File: config.mk
export PLATFORM = sky130hd
export DESIGN_NAME = txn_arbiter
export DESIGN_NICKNAME = d
export VERILOG_FILES = /design/src/rtl/fabric_pkg.sv /design/src/rtl/rr_pick.sv /design/src/rtl/txn_arbiter.sv
export SDC_FILE = /design/constraint.sdc
export NUM_CORES = 1
export LEC_CHECK = 0
export CORE_AREA = 2 2 145 147
export CTS_CLUSTER_DIAMETER = 80
export DETAILED_ROUTE_END_ITERATION = 10
export DIE_AREA = 0 0 147 149
export PLACE_DENSITY_LB_ADDON = 0.15
export SKIP_LAST_GASP = 1
export SYNTH_ARGS = -nofsm -noshare
export SYNTH_HDL_FRONTEND = slang
export SYNTH_SLANG_ARGS = --single-unit
File: constraint.sdc
create_clock -name clk -period 5.8 [get_ports clk]
set_clock_uncertainty 0.15 [all_clocks]
set_input_delay 1.16 -clock clk [delete_from_list [all_inputs] [get_ports clk]]
set_output_delay 1.16 -clock clk [all_outputs]
set_load 0.01 [all_outputs]
File: src/rtl/fabric_pkg.sv
// Shared types and constants for the fabric memory-port arbiter.
package fabric_pkg;

    typedef enum logic [2:0] {
        ST_IDLE,
        ST_ISSUE,
        ST_WAIT_LO,
        ST_WAIT_HI,
        ST_RESP
    } state_t;

    localparam int DEF_AW = 32;
    localparam int DEF_DW = 32;

    localparam int CLI_LOAD  = 0;
    localparam int CLI_STORE = 1;
    localparam int CLI_HOST  = 2;

endpackage

File: src/rtl/rr_pick.sv
// Round-robin picker: first requester strictly after ptr, wrapping modulo NCLI.
module rr_pick #(
    parameter int NCLI = 3,
    parameter int IW   = $clog2(NCLI)
) (
    input  logic [NCLI-1:0] req,
    input  logic [IW-1:0]   ptr,
    output logic [NCLI-1:0] gnt,
    output logic [IW-1:0]   idx,
    output logic            any
);

    // Two passes: indices above ptr first, then wrap around from 0.
    always_comb begin
        gnt = '0;
        idx = '0;
        any = 1'b0;
        for (int i = 0; i < NCLI; i++) begin
            if (!any && req[i] && (IW'(i) > ptr)) begin
                any    = 1'b1;
                gnt[i] = 1'b1;
                idx    = IW'(i);
            end
        end
        for (int i = 0; i < NCLI; i++) begin
            if (!any && req[i]) begin
                any    = 1'b1;
                gnt[i] = 1'b1;
                idx    = IW'(i);
            end
        end
    end

endmodule

File: src/rtl/txn_arbiter.sv
// Shares the single edge-triggered memory transaction port among NCLI
// requesters using a level req/gnt/done handshake on the client side.
//
// state      | meaning
// -----------+------------------------------------------------------------
// ST_IDLE    | waiting for a request while memory is ready; grants here
// ST_ISSUE   | one-cycle txn_req strobe with latched fields
// ST_WAIT_LO | waiting for txn_rdy to fall; bounded by ACK_TIMEOUT
// ST_WAIT_HI | memory busy; waits unbounded for txn_rdy to rise
// ST_RESP    | cl_done (and cl_err on timeout) to the owning client
module txn_arbiter
    import fabric_pkg::*;
#(
    parameter int NCLI        = 3,
    parameter int AW          = DEF_AW,
    parameter int DW          = DEF_DW,
    parameter int ACK_TIMEOUT = 8
) (
    input  logic                 clk,
    input  logic                 rst,
    input  logic [NCLI-1:0]      cl_req,
    input  logic [NCLI-1:0]      cl_wr,
    input  logic [NCLI*AW-1:0]   cl_addr,
    input  logic [NCLI*DW-1:0]   cl_wdata,
    output logic [NCLI-1:0]      cl_gnt,
    output logic [NCLI-1:0]      cl_done,
    output logic [DW-1:0]        cl_rdata,
    output logic                 cl_err,
    output logic                 busy,
    output logic                 txn_req,
    output logic                 txn_wr,
    output logic [AW-1:0]        txn_waddr,
    output logic [AW-1:0]        txn_raddr,
    output logic [DW-1:0]        txn_wdata,
    input  logic [DW-1:0]        txn_rdata,
    input  logic                 txn_rdy
);

    localparam int IW = $clog2(NCLI);
    localparam int TW = $clog2(ACK_TIMEOUT + 1);

    state_t          state, state_nx;
    logic [IW-1:0]   ptr;
    logic            wr_q;
    logic [AW-1:0]   addr_q;
    logic [DW-1:0]   wdata_q;
    logic [DW-1:0]   rdata_q;
    logic [TW-1:0]   tmo_cnt;
    logic            err_q;

    logic [NCLI-1:0] pick_gnt;
    logic [IW-1:0]   pick_idx;
    logic            pick_any;
    logic            grant_ok;
    logic            sel_wr;
    logic [AW-1:0]   sel_addr;
    logic [DW-1:0]   sel_wdata;

    rr_pick #(.NCLI(NCLI), .IW(IW)) u_pick (
        .req (cl_req),
        .ptr (ptr),
        .gnt (pick_gnt),
        .idx (pick_idx),
        .any (pick_any)
    );

    // rst also masks the combinational pulses so a reset cycle never grants or completes.
    assign grant_ok = (state == ST_IDLE) && txn_rdy && pick_any && !rst;

    always_comb begin
        sel_wr    = 1'b0;
        sel_addr  = '0;
        sel_wdata = '0;
        for (int i = 0; i < NCLI; i++) begin
            if (pick_gnt[i]) begin
                sel_wr    = cl_wr[i];
                sel_addr  = cl_addr[i*AW +: AW];
                sel_wdata = cl_wdata[i*DW +: DW];
            end
        end
    end

    always_comb begin
        state_nx = state;
        case (state)
            ST_IDLE:    if (grant_ok) state_nx = ST_ISSUE;
            ST_ISSUE:   state_nx = ST_WAIT_LO;
            ST_WAIT_LO: begin
                if (!txn_rdy)            state_nx = ST_WAIT_HI;
                else if (tmo_cnt == '0)  state_nx = ST_RESP;
            end
            ST_WAIT_HI: if (txn_rdy) state_nx = ST_RESP;
            ST_RESP:    state_nx = ST_IDLE;
            default:    state_nx = ST_IDLE;
        endcase
    end

    always_ff @(posedge clk) begin
        if (rst) begin
            state   <= ST_IDLE;
            ptr     <= IW'(NCLI - 1);
            wr_q    <= 1'b0;
            addr_q  <= '0;
            wdata_q <= '0;
            rdata_q <= '0;
            tmo_cnt <= '0;
            err_q   <= 1'b0;
        end else begin
            state <= state_nx;
            case (state)
                ST_IDLE: begin
                    if (grant_ok) begin
                        ptr     <= pick_idx;
                        wr_q    <= sel_wr;
                        addr_q  <= sel_addr;
                        wdata_q <= sel_wdata;
                    end
                end
                // Down-counter: ACK_TIMEOUT WAIT_LO cycles with txn_rdy high expire it.
                ST_ISSUE: tmo_cnt <= TW'(ACK_TIMEOUT - 1);
                ST_WAIT_LO: begin
                    if (txn_rdy) begin
                        if (tmo_cnt == '0) err_q   <= 1'b1;
                        else               tmo_cnt <= tmo_cnt - TW'(1);
                    end
                end
                ST_WAIT_HI: if (txn_rdy && !wr_q) rdata_q <= txn_rdata;
                ST_RESP:    err_q <= 1'b0;
                default: ;
            endcase
        end
    end

    always_comb begin
        cl_done = '0;
        for (int i = 0; i < NCLI; i++) begin
            cl_done[i] = (state == ST_RESP) && !rst && (ptr == IW'(i));
        end
    end

    assign cl_gnt    = grant_ok ? pick_gnt : '0;
    assign cl_err    = (state == ST_RESP) && !rst && err_q;
    assign txn_req   = (state == ST_ISSUE) && !rst;
    assign busy      = (state != ST_IDLE);
    assign txn_wr    = wr_q;
    assign txn_waddr = addr_q;
    assign txn_raddr = addr_q;
    assign txn_wdata = wdata_q;
    assign cl_rdata  = rdata_q;

endmodule

# [Yosys cells after proc, flatten, opt, wreduce, memory -nomap -nowiden]
# Cells that the tools add are included.
[word_totals] regBits=107 elab_cells=97 input_bits=233 out_inout_bits=138
[op_classes] reduce_logical=36 eq_ne=12 magnitude_cmp=3 add_sub_neg=1 muxes=37
[op_table] operator="32-bit two-way mux" n=6
[op_table] operator="1-bit logical AND" n=18
[op_table] operator="1-bit two-way mux" n=17
[op_table] operator="3-bit two-way mux" n=5
[op_table] operator="3-bit one-hot mux with 4 select lines" n=1
[op_table] operator="2-bit inequality test, second input constant" n=5
[op_table] operator="3-bit AND reduction" n=3
[op_table] operator="2-bit two-way mux" n=4
[op_table] operator="4-bit two-way mux" n=2
[op_table] operator="4-bit one-hot mux with 2 select lines" n=1
[op_table] operator="1-bit zero test" n=7
[op_table] operator="3-bit by 2-bit == test with 1-bit output, second input constant" n=2
[op_table] operator="1-bit by 2-bit > comparator with 1-bit output, first input constant" n=2
[op_table] operator="4-bit zero test" n=1
[op_table] operator="2-bit AND reduction" n=2
[op_table] operator="2-bit nonzero test" n=2
[op_table] operator="4-bit by 1-bit subtractor with 4-bit output, second input constant" n=1
[op_table] operator="3-bit by 1-bit == test with 1-bit output, second input constant" n=1
[op_table] operator="3-bit == test, second input constant" n=1
[op_table] operator="3-bit zero test" n=1
[op_table] operator="3-bit inequality test, second input constant" n=1
[op_table] operator="3-bit nonzero test" n=1
[op_table] operator="2-bit by 1-bit == test with 1-bit output, second input constant" n=1
[op_table] operator="2-bit == test, second input constant" n=1
[op_table] operator="3 further kinds" n=3

# [Depth between registers and ports, before layout]
# Gate-level depths: netlist (run 1).
[depth] depth_word=24 depth_mapped=7 depth_no_buf=6

# [Modules after synthesis]
# From an unflattened synthesis (run 1), not the netlist that was laid out.
[unflattened] hier_cells=693 hier_area_um2=5471.5
[modules_own_cells] module="txn_arbiter" area_each_um2=5378.9 seq_area_each_um2=2142.1 cells_per_inst=681 n_inst=1
[modules_own_cells] module="rr_pick" area_each_um2=92.6 seq_area_each_um2=0.0 cells_per_inst=12 n_inst=1

# [Worst setup path after synthesis (run 1)]
# OpenSTA, ideal clock, no wires.
[synth_timing] kind="input -> output" from="input port cl_req[1]" to="output port cl_gnt[0]" arrival_time_ns=2.239 path_buffers=3 path_slack_ns=2.251 required_ns=4.490 path_stages=6 path_cell_list="buf_2 nand2b_1 a22o_1 buf_2 buf_1 nor2b_1"
[synth_via] elab_chain_len=19 elab_cells_between_ends=20 classes_between="7 x mux; 13 x reduce/logical"
[synth_lines] element="start: declaration" line_no="txn_arbiter.sv:21" text="input logic [NCLI-1:0] cl_req,"
[synth_lines] element="1-bit logical AND (2 in a row)" line_no="rr_pick.sv:19" text="if (!any && req[i] && (IW'(i) > ptr)) begin"
[synth_lines] element="1-bit two-way mux" line_no="rr_pick.sv:19"
[synth_lines] element="1-bit zero test" line_no="rr_pick.sv:19"
[synth_lines] element="1-bit logical AND (2 in a row)" line_no="rr_pick.sv:19"
[synth_lines] element="1-bit two-way mux" line_no="rr_pick.sv:19"
[synth_lines] element="1-bit zero test" line_no="rr_pick.sv:26" text="if (!any && req[i]) begin"
[synth_lines] element="1-bit logical AND" line_no="rr_pick.sv:26"
[synth_lines] element="1-bit two-way mux" line_no="rr_pick.sv:26"
[synth_lines] element="1-bit zero test" line_no="rr_pick.sv:26"
[synth_lines] element="1-bit logical AND" line_no="rr_pick.sv:26"
[synth_lines] element="1-bit two-way mux" line_no="rr_pick.sv:26"
[synth_lines] element="1-bit zero test" line_no="rr_pick.sv:26"
[synth_lines] element="1-bit logical AND" line_no="rr_pick.sv:26"
[synth_lines] element="1-bit two-way mux" line_no="rr_pick.sv:26"
[synth_lines] element="1-bit logical AND (2 in a row)" line_no="txn_arbiter.sv:68" text="assign grant_ok = (state == ST_IDLE) && txn_rdy && pick_any && !rst;"
[synth_lines] element="3-bit two-way mux *" line_no="txn_arbiter.sv:141" text="assign cl_gnt = grant_ok ? pick_gnt : '0;"
[synth_lines] element="end: declaration" line_no="txn_arbiter.sv:25" text="output logic [NCLI-1:0] cl_gnt,"
# Mark *: on every way between the ends. The rest lies on a longest branch, timed or not.

# [Worst setup path in the final report (run 1)]
[layout_timing] from="input port cl_req[2]" to="output port cl_gnt[2]"
[layout_via] elab_chain_len=15 elab_cells_between_ends=17 classes_between="7 x mux; 10 x reduce/logical"
[layout_lines] element="1-bit logical AND (2 in a row)" line_no="rr_pick.sv:19"
[layout_lines] element="1-bit two-way mux" line_no="rr_pick.sv:19"
[layout_lines] element="1-bit zero test" line_no="rr_pick.sv:26"
[layout_lines] element="1-bit logical AND" line_no="rr_pick.sv:26"
[layout_lines] element="1-bit two-way mux" line_no="rr_pick.sv:26"
[layout_lines] element="1-bit zero test" line_no="rr_pick.sv:26"
[layout_lines] element="1-bit logical AND" line_no="rr_pick.sv:26"
[layout_lines] element="1-bit two-way mux" line_no="rr_pick.sv:26"
[layout_lines] element="1-bit zero test" line_no="rr_pick.sv:26"
[layout_lines] element="1-bit logical AND" line_no="rr_pick.sv:26"
[layout_lines] element="1-bit two-way mux" line_no="rr_pick.sv:26"
[layout_lines] element="1-bit logical AND (2 in a row)" line_no="txn_arbiter.sv:68"
[layout_lines] element="3-bit two-way mux *" line_no="txn_arbiter.sv:141"
# Marks and branches as above.

==> out/summary.txt, run 1 <==
Outcome - finished clean
Root buf cell - clkbuf_16
Max_cap viols - 0
Hold path cells - 2
Final WS setup - 1.37 ns
Layout filler cell count - 2,015
Post-CTS Setup Repair Bufs - 0
Slew at the pin with the worst max-slew slack - 1.13 ns
Seq cells post-synth - 107
Worst-path clk slew - 0.08 ns
Final TNS setup - 0 ns
DRC Markers - 0
Synthesized Nets - 867
CTS H-tree lvls - 3
Post-synthesis cell count - 633
M3 GR Usage - 0.0425
Later-pin clock latency in the skew report - 0.35 ns
Grt ovf - 0
Post-synth EDFFs - 0
Met1 Use GR - 0.249
Initial DRC count - 317
Vias in the first global route - 5,647
FF+latch area - 2140 um2
CTS Buf Count - 9
Synth Flop Type - dfxtp_1
Area growth syn-to-layout - 71.1%
Largest net degree at the start of global routing - 68
Pwr/cell area - 279 nW/um2
Syn Area/Cell - 8.67 um2
Post-synthesis sequential area ratio - 0.390
CTS tree - yes
Worst-case clock buffer depth - 2
Initial Utilization - 0.267
Pre-CTS setup slack - 1.39 ns
Unique cell type count in the Yosys netlist - 41
Hold Startpoint - cl_rdata[20]$_SDFFE_PP0P_
Initial antenna violation count - 0
# rows - 53
FF-to-FF Start - ptr[1]$_SDFFE_PP1P_
Top-count cell post-synth - dfxtp_1
Setup Crit Path Kind - input port to primary output
Synth async-reset ratio - 0
Layout cell share with drive strength beyond 1 - 0.0655
DRT Pass-1 Iters - 4
Cts-stage hold buffer count - 0
Ant. Diodes - 0
Total core area - 20,600 um2
Capturing point of the worst reg2reg path - txn_raddr[16]$_SDFFE_PP0P_
Critical Path Source Type - input port
Syn Std Cell Area - 5490 um2
Avg Vias per Cell - 4.94
P_leak - 3.19 nW
Top cell type's share of synthesized area - 0.390
R2R Setup Slk - 3.34 ns
CTS sink count - 107
Final Hold Viols - 0
IO buf count - 370
HPWL after DPL - 14,800 um
Final period utilization - 0.763
Leading area contributor after synthesis - dfxtp_1
Vias - 5,955
Worst-case reg-to-reg path depth - 5
Multi-input logic area - 2570 um2
YS warnings - 0
Layout net count - 1,160
Die Span Y - 149 um
Slew HR - 0.248
Fmax achieved - 226 MHz
Finish-stage setup viols - 0
Global-route wire length before repair - 32,900 um
GRT busiest layer - met2
PostCTS Resize Cnt - 0
Worst vdd ir - 0.133 mV
Top cells by count, synth - dfxtp_1, a21oi_1, nand2_1, inv_1, a32o_1
Gp weighted congestion - 0.783
GRT met2 Usage - 0.313
Die area - 21,900 um2
Slew Limit Fails - 0
Drt wl/cell - 18.3 um
Hold Crit Class - flop to flop
Post-Route WL - 22,000 um
Total GRT Usage - 0.191
Crit. End Element - primary output
Crit path max fanout - 5
Minimum clock period - 4.43 ns
Die X - 147 um
Hold endpoint - cl_rdata[20]$_SDFFE_PP0P_
WP data arrival - 3.12 ns
DRT antenna net count - 0
Ports - 371
Synth area leaders - dfxtp_1, a32o_1, a21oi_1
Critical Path RT - 4.49 ns
Unrepaired setup endpoints after global routing - no
## cell families (layout without fill, tap and decap cells)
group / Yosys count / in the layout / synth area share
xor+xnor: 2 / 2 / 0.00319
simple gates: 111 / 111 / 0.0948
compound gates: 246 / 246 / 0.363
buf+inv: 166 / 464 / 0.147
flops: 107 / 107 / 0.390
fa+ha+maj: 1 / 1 / 0.00228
## metrics by stage
stage | power, mW | std cells | util | instance area [um2] | hold slack (ns)
floorplan | 1.47 | 633 | - | 5490 | 0.309
finish | 2.62 | 1206 | 0.457 | 9390 | 0.304
detailed placement | 1.97 | 1190 | 0.441 | 9070 | 0.296
CTS | 2.66 | 1206 | 0.457 | 9390 | 0.308
global placement | 1.97 | 1190 | 0.441 | 9070 | 0.292
global route | 2.77 | 1206 | 0.457 | 9390 | 0.318
## flip-flops by register name, indices dropped and copies added, names as in the netlist
register,flops
cl_rdata,32
txn_raddr,32
txn_wdata,32
tmo_cnt,4
state,3
ptr,2
err_q,1
txn_wr,1
## report_power, final
| part | internal [mW] | switching (mW) | total, mW |
|---|---|---|---|
| logic | 0.567 | 0.448 | 1.01 |
| registers | 0.845 | 0.0905 | 0.936 |
| clock network | 0.349 | 0.322 | 0.671 |
## critical path: stages
cell             delay (ns)
clkdlybuf4s50_1        0.55
nor2b_1                0.32
a22oi_1                0.15
or2_2                  0.31
inv_1                  0.06
clkdlybuf4s50_1        0.58
## metal layers
metal,share of wire,vias up
li1,-,2882
met3,0.068,26
met1,0.44,2795
met4,0.021,0
met5,0,-
met2,0.47,252
## worst max path at each step
stage              start   endpoint  cells past startpoint
6_report       cl_req[2]  cl_gnt[2]                      6
3_5_place_dp   cl_req[2]  cl_gnt[2]                      6
3_3_place_gp   cl_req[2]  cl_gnt[2]                      6
5_1_grt        cl_req[2]  cl_gnt[2]                      6
2_1_floorplan  cl_req[1]  cl_gnt[0]                      6
4_1_cts        cl_req[2]  cl_gnt[2]                      6
## final cells by class
class / instances / share of cell area
clock buffers: 9 / 0.0240
clock inverters: 7 / 0.00933
inverters: 70 / 0.0280
multi-input cells: 360 / 0.274
flip-flops and latches: 107 / 0.228
well taps: 275 / 0.0367
repair buffers: 378 / 0.400
## cells in the final DEF, fill, tap and decap left out, drive strengths merged, types with 2 or more instances in the layout
| cell type | Yosys | layout |
|---|---|---|
| buf | 64 | 10 |
| o221a | 64 | 64 |
| or3 | 3 | 3 |
| nor3b | 2 | 2 |
| dfxtp | 107 | 107 |
| a21oi | 103 | 103 |
| a32o | 65 | 65 |
| o21a | 2 | 2 |
| a311oi | 2 | 2 |
| o31a | 2 | 2 |
| nand2 | 72 | 72 |
| nand3 | 4 | 4 |
| and3 | 4 | 4 |
| nor2 | 5 | 5 |
| clkdlybuf4s50 | 0 | 368 |
| nor3 | 5 | 5 |
| inv | 70 | 76 |
| nor2b | 3 | 3 |
| clkbuf | 32 | 9 |
| nor4 | 2 | 2 |
| nand2b | 4 | 4 |
| o21ai | 3 | 3 |
Power figures use the tool's default switching activity.
==> inputs of run 2 (changes only) <==
Settings changed: CORE_AREA 2 2 145 147 to 2 2 144 146, DIE_AREA 0 0 147 149 to 0 0 146 148.
Clock period 5.8 ns to 3.65 ns, I/O delays scaled along.
==> run 2 against run 1 <==
First-iteration DRC count is 6.9% lower. Design area is 0.13% higher. Via count is 0.62% lower. Non-clock buffer count is 3 higher. Flip-flop and latch count stayed put. Count of clock-buffer cells in the layout stayed put. Sequential share of layout area hardly changed. Wire length is 1.2% higher. Global-route usage is 0.48 points higher. Worst hold slack better by 0.0013 ns. Cell count hardly changed. Core utilization is 1.2 points higher.
==> out/summary.txt, run 2 (synthesis gave the netlist of run 1 again) <==
Initial Utilization - 0.274
CTS Buf Count - 9
Capturing point of the worst reg2reg path - txn_wdata[6]$_SDFFE_PP0P_
Largest net degree at the start of global routing - 77
Initial antenna violation count - 1
Later-pin clock latency in the skew report - 0.35 ns
Final Power - 4.11 mW
Crit path largest cell delay - 0.55 ns
Layout net count - 1,163
HPWL after DPL - 15,200 um
Placed inst area - 9090 um2
Total core area - 20,000 um2
Pwr/cell area - 437 nW/um2
Critical Path RT - 2.77 ns
Post-Route WL - 22,300 um
Total GRT Usage - 0.196
Avg Vias per Cell - 4.91
Minimum clock period - 3.38 ns
Vias in the first global route - 5,740
Commonest non-fill, non-tap cell in the layout - clkdlybuf4s50_1
Final TNS setup - 0 ns
Die Span Y - 148 um
Layout cell share with drive strength beyond 1 - 0.0685
Grt ovf - 0
Crit-path cells - clkdlybuf4s50_1 -> nor2_1 -> a22oi_1 -> or2_2 -> inv_1 -> clkdlybuf4s50_1
Hold endpoint - cl_rdata[23]$_SDFFE_PP0P_
Hold path cells - 2
Final Cell Area - 9400 um2
Final period utilization - 0.927
DRT antenna net count - 0
Die area - 21,600 um2
Layout filler cell count - 2,018
IO buf count - 370
Hold Startpoint - cl_rdata[23]$_SDFFE_PP0P_
Slew at the pin with the worst max-slew slack - 1.13 ns
DRC Markers - 0
Setup Crit Path Kind - input port to primary output
Unrepaired setup endpoints after global routing - no
FF-to-FF Start - state[1]$_SDFFE_PP0P_
PostCTS Resize Cnt - 0
Hold Crit Class - flop to flop
Slew Limit Fails - 0
P_leak - 3.20 nW
Critical Path Source Type - input port
DRT Pass-1 Iters - 5
Gp weighted congestion - 0.734
Slew HR - 0.245
Initial DRC count - 295
Worst-case reg-to-reg path depth - 5
Finish-stage setup viols - 0
WP data arrival - 2.50 ns
Outcome - finished clean
Crit path max fanout - 6
Vias - 5,918
Fmax achieved - 296 MHz
Ports - 371
Worst vdd ir - 0.218 mV
Global-route wire length before repair - 33,400 um
R2R Setup Slk - 1.34 ns
Die X - 146 um
Crit. End Element - primary output
Root buf cell - clkbuf_16
CTS sink count - 107
CTS H-tree lvls - 3
CTS tree - yes
Max_cap viols - 0
# rows - 52
Worst path most repeated cell - clkdlybuf4s50_1
Area growth syn-to-layout - 71.3%
Worst-case clock buffer depth - 2
Worst-path clk slew - 0.08 ns
Final Hold Viols - 0
Post-CTS Setup Repair Bufs - 0
Cts-stage hold buffer count - 0
Critical-path top delay cell - clkdlybuf4s50_1
Drt wl/cell - 18.5 um
Most frequent cells in the layout - clkdlybuf4s50_1, dfxtp_1, a21oi_1
Final core occ - 0.469
WHS - 0.305 ns
[run 2: cell types whose count changed in the layout (fill, tap and decap cells not counted)]
cell	delta
diode_2	+1
clkinv_4	+1
bufinv_16	-1
clkinv_8	+2
buf_4	+3
inv_6	-2
[run 2: worst max-delay path by stage]
stage	startpoint	to	slack, ns	cells past startpoint
after floorplan	cl_req[1]	cl_gnt[0]	0.96	6
after global placement	cl_req[0]	cl_gnt[2]	0.29	6
after detailed placement	cl_req[0]	cl_gnt[2]	0.26	6
after CTS	cl_req[0]	cl_gnt[2]	0.26	6
after global routing	cl_req[2]	cl_gnt[2]	0.12	6
final	cl_req[0]	cl_gnt[2]	0.27	6
[run 2: per-stage QoR]
stage | worst slack, ns | cells
final | 0.267 | 1205
after global routing | 0.123 | 1204
after CTS | 0.261 | 1204
after detailed placement | 0.261 | 1188
after global placement | 0.291 | 1188
after floorplan | 0.961 | 633
[run 2: where the power goes]
group | switching, mW | total, mW | internal [mW] | leakage, nW
Sequential | 0.140 | 1.48 | 1.34 | 0.872
Combinational | 0.712 | 1.62 | 0.903 | 2.18
Clock | 0.519 | 1.01 | 0.492 | 0.150
Total | 1.37 | 4.11 | 2.74 | 3.20
[run 2: metal layers]
metal	routed length [um]	global-route usage	vias up
li1	-	-	2892
met1	8930	0.229	2769
met2	11300	0.349	235
met3	1680	0.0528	22
met4	413	0.0617	0
met5	0	0	-
[run 2: worst max-delay path, delay by kind of cell]
family	cells	cell delay, ns
buffers and inverters	3	1.15
and+or+nand+nor	2	0.51
AOI/OAI and AO/OA	1	0.12
[run 2: layout make-up]
type / count / area, um2 / area share
Clock buffer: 9 / 225 / 0.0240
Multi-Input combinational cell: 360 / 2570 / 0.273
Tap cell: 270 / 338 / 0.0359
Antenna cell: 1 / 2.50 / 0.000266
Timing Repair Buffer: 381 / 3780 / 0.402
Inverter: 70 / 263 / 0.0280
Clock inverter: 7 / 81.3 / 0.00865
Sequential cell: 107 / 2140 / 0.228
==> inputs of run 3 (changes only) <==
Settings changed: CAP_MARGIN from default to 20.
==> run 3 against run 2 <==
Via count grew 0.68%. Core utilization rose by 0.12 points. Design area up 0.25%. Combinational power is essentially flat. Wire length is 0.14% higher. Cell count about the same. Clock power barely moved. Critical path type unchanged. Worst setup slack better by 0.016 ns.
==> out/summary.txt, run 3 (synthesis gave the netlist of run 1 again) <==
CTS Buf Count - 9
Most frequent cells in the layout - clkdlybuf4s50_1, dfxtp_1, a21oi_1
Outcome - finished clean
Post-CTS Setup Repair Bufs - 0
Initial antenna violation count - 1
Initial DRC count - 237
Pwr/cell area - 436 nW/um2
Area growth syn-to-layout - 71.7%
Clock Power Share - 0.244
PostCTS Resize Cnt - 0
Worst vdd ir - 0.202 mV
Critical Path RT - 2.77 ns
Drt wl/cell - 18.5 um
# rows - 52
Largest net degree at the start of global routing - 77
Minimum clock period - 3.37 ns
Final TNS setup - 0 ns
Fmax achieved - 297 MHz
IO buf count - 370
Setup Crit Path Kind - input port to primary output
Die area - 21,600 um2
Root buf cell - clkbuf_16
Crit. End Element - primary output
Die Span Y - 148 um
Later-pin clock latency in the skew report - 0.35 ns
WHS - 0.306 ns
HPWL after DPL - 15,400 um
Global-route wire length before repair - 33,300 um
Die X - 146 um
Layout net count - 1,164
Hold Crit Class - flop to flop
Final Hold Viols - 0
Sequential power share - 0.362
Ports - 371
Combinational fraction of design power - 0.395
DRT Pass-1 Iters - 5
Cts-stage hold buffer count - 0
Worst-path clk slew - 0.09 ns
Int Pwr - 2.74 mW
Final period utilization - 0.923
Total core area - 20,000 um2
Slew Limit Fails - 0
Slew at the pin with the worst max-slew slack - 0.904 ns
Critical Path Source Type - input port
WP data arrival - 2.49 ns
CTS tree - yes
Layout cell share with drive strength beyond 1 - 0.0695
Initial Utilization - 0.274
Crit path max fanout - 5
CTS sink count - 107
Slew HR - 0.397
Gp weighted congestion - 0.734
Vias in the first global route - 5,755
Net Sw Power - 1.37 mW
P_leak - 3.21 nW
Post-Route WL - 22,300 um
DRC Markers - 0
Switching Share - 0.333
Unrepaired setup endpoints after global routing - no
Avg Vias per Cell - 4.94
Max_cap viols - 0
Grt ovf - 0
DRT antenna net count - 0
Finish-stage setup viols - 0
CTS H-tree lvls - 3
Vias - 5,958
Worst-case clock buffer depth - 2
Total GRT Usage - 0.195
Commonest non-fill, non-tap cell in the layout - clkdlybuf4s50_1
[run 3: final timing paths]
kind	from	to	slack [ns]	cells past startpoint
worst min-delay path	cl_rdata[23]$_SDFFE_PP0P_	cl_rdata[23]$_SDFFE_PP0P_	0.31	2
worst min register to register	cl_rdata[23]$_SDFFE_PP0P_	cl_rdata[23]$_SDFFE_PP0P_	0.31	2
worst max register to register	state[1]$_SDFFE_PP0P_	txn_wdata[5]$_SDFFE_PP0P_	1.34	5
worst max-delay path	cl_req[2]	cl_gnt[2]	0.28	6
[run 3: critical path: stages]
cell	delay [ns]
clkdlybuf4s50_1	0.54
nor2b_1	0.19
a22oi_1	0.10
or2_2	0.31
inv_1	0.06
clkdlybuf4s50_1	0.55
[run 3: area by class of cell]
cell class,instances,area [um2]
multi-input cells,360,2570
well taps,270,338
diodes,1,2.50
inverters,70,263
repair buffers,382,3810
clock inverters,7,77.6
clock buffers,9,225
fillers,2048,10600
flip-flops and latches,107,2140
[run 3: routing by layer]
metal / global-route usage / share of wire / wire length [um]
met5: 0 / 0 / 0
met4: 0.0699 / 0.023 / 504
met3: 0.0491 / 0.069 / 1540
met2: 0.339 / 0.49 / 11000
met1: 0.234 / 0.41 / 9240
[run 3: power groups by stage]
stage / registers [mW] / logic (mW) / clock network, mW
2_1_floorplan: 1.54 / 0.800 / 0
3_3_place_gp: 1.51 / 1.63 / 0
3_5_place_dp: 1.51 / 1.64 / 0
4_1_cts: 1.49 / 1.64 / 1.04
5_1_grt: 1.51 / 1.75 / 1.08
6_report: 1.49 / 1.62 / 1.00
[run 3: through the flow]
step / util / power, mW / instance area, um2 / std cells / setup slack (ns)
finish: 0.470 / 4.10 / 9420 / 1206 / 0.282
CTS: 0.470 / 4.17 / 9420 / 1205 / 0.273
floorplan: - / 2.34 / 5490 / 633 / 0.961
detailed placement: 0.455 / 3.15 / 9120 / 1189 / 0.280
global route: 0.470 / 4.34 / 9420 / 1205 / 0.119
global placement: 0.454 / 3.14 / 9090 / 1188 / 0.291
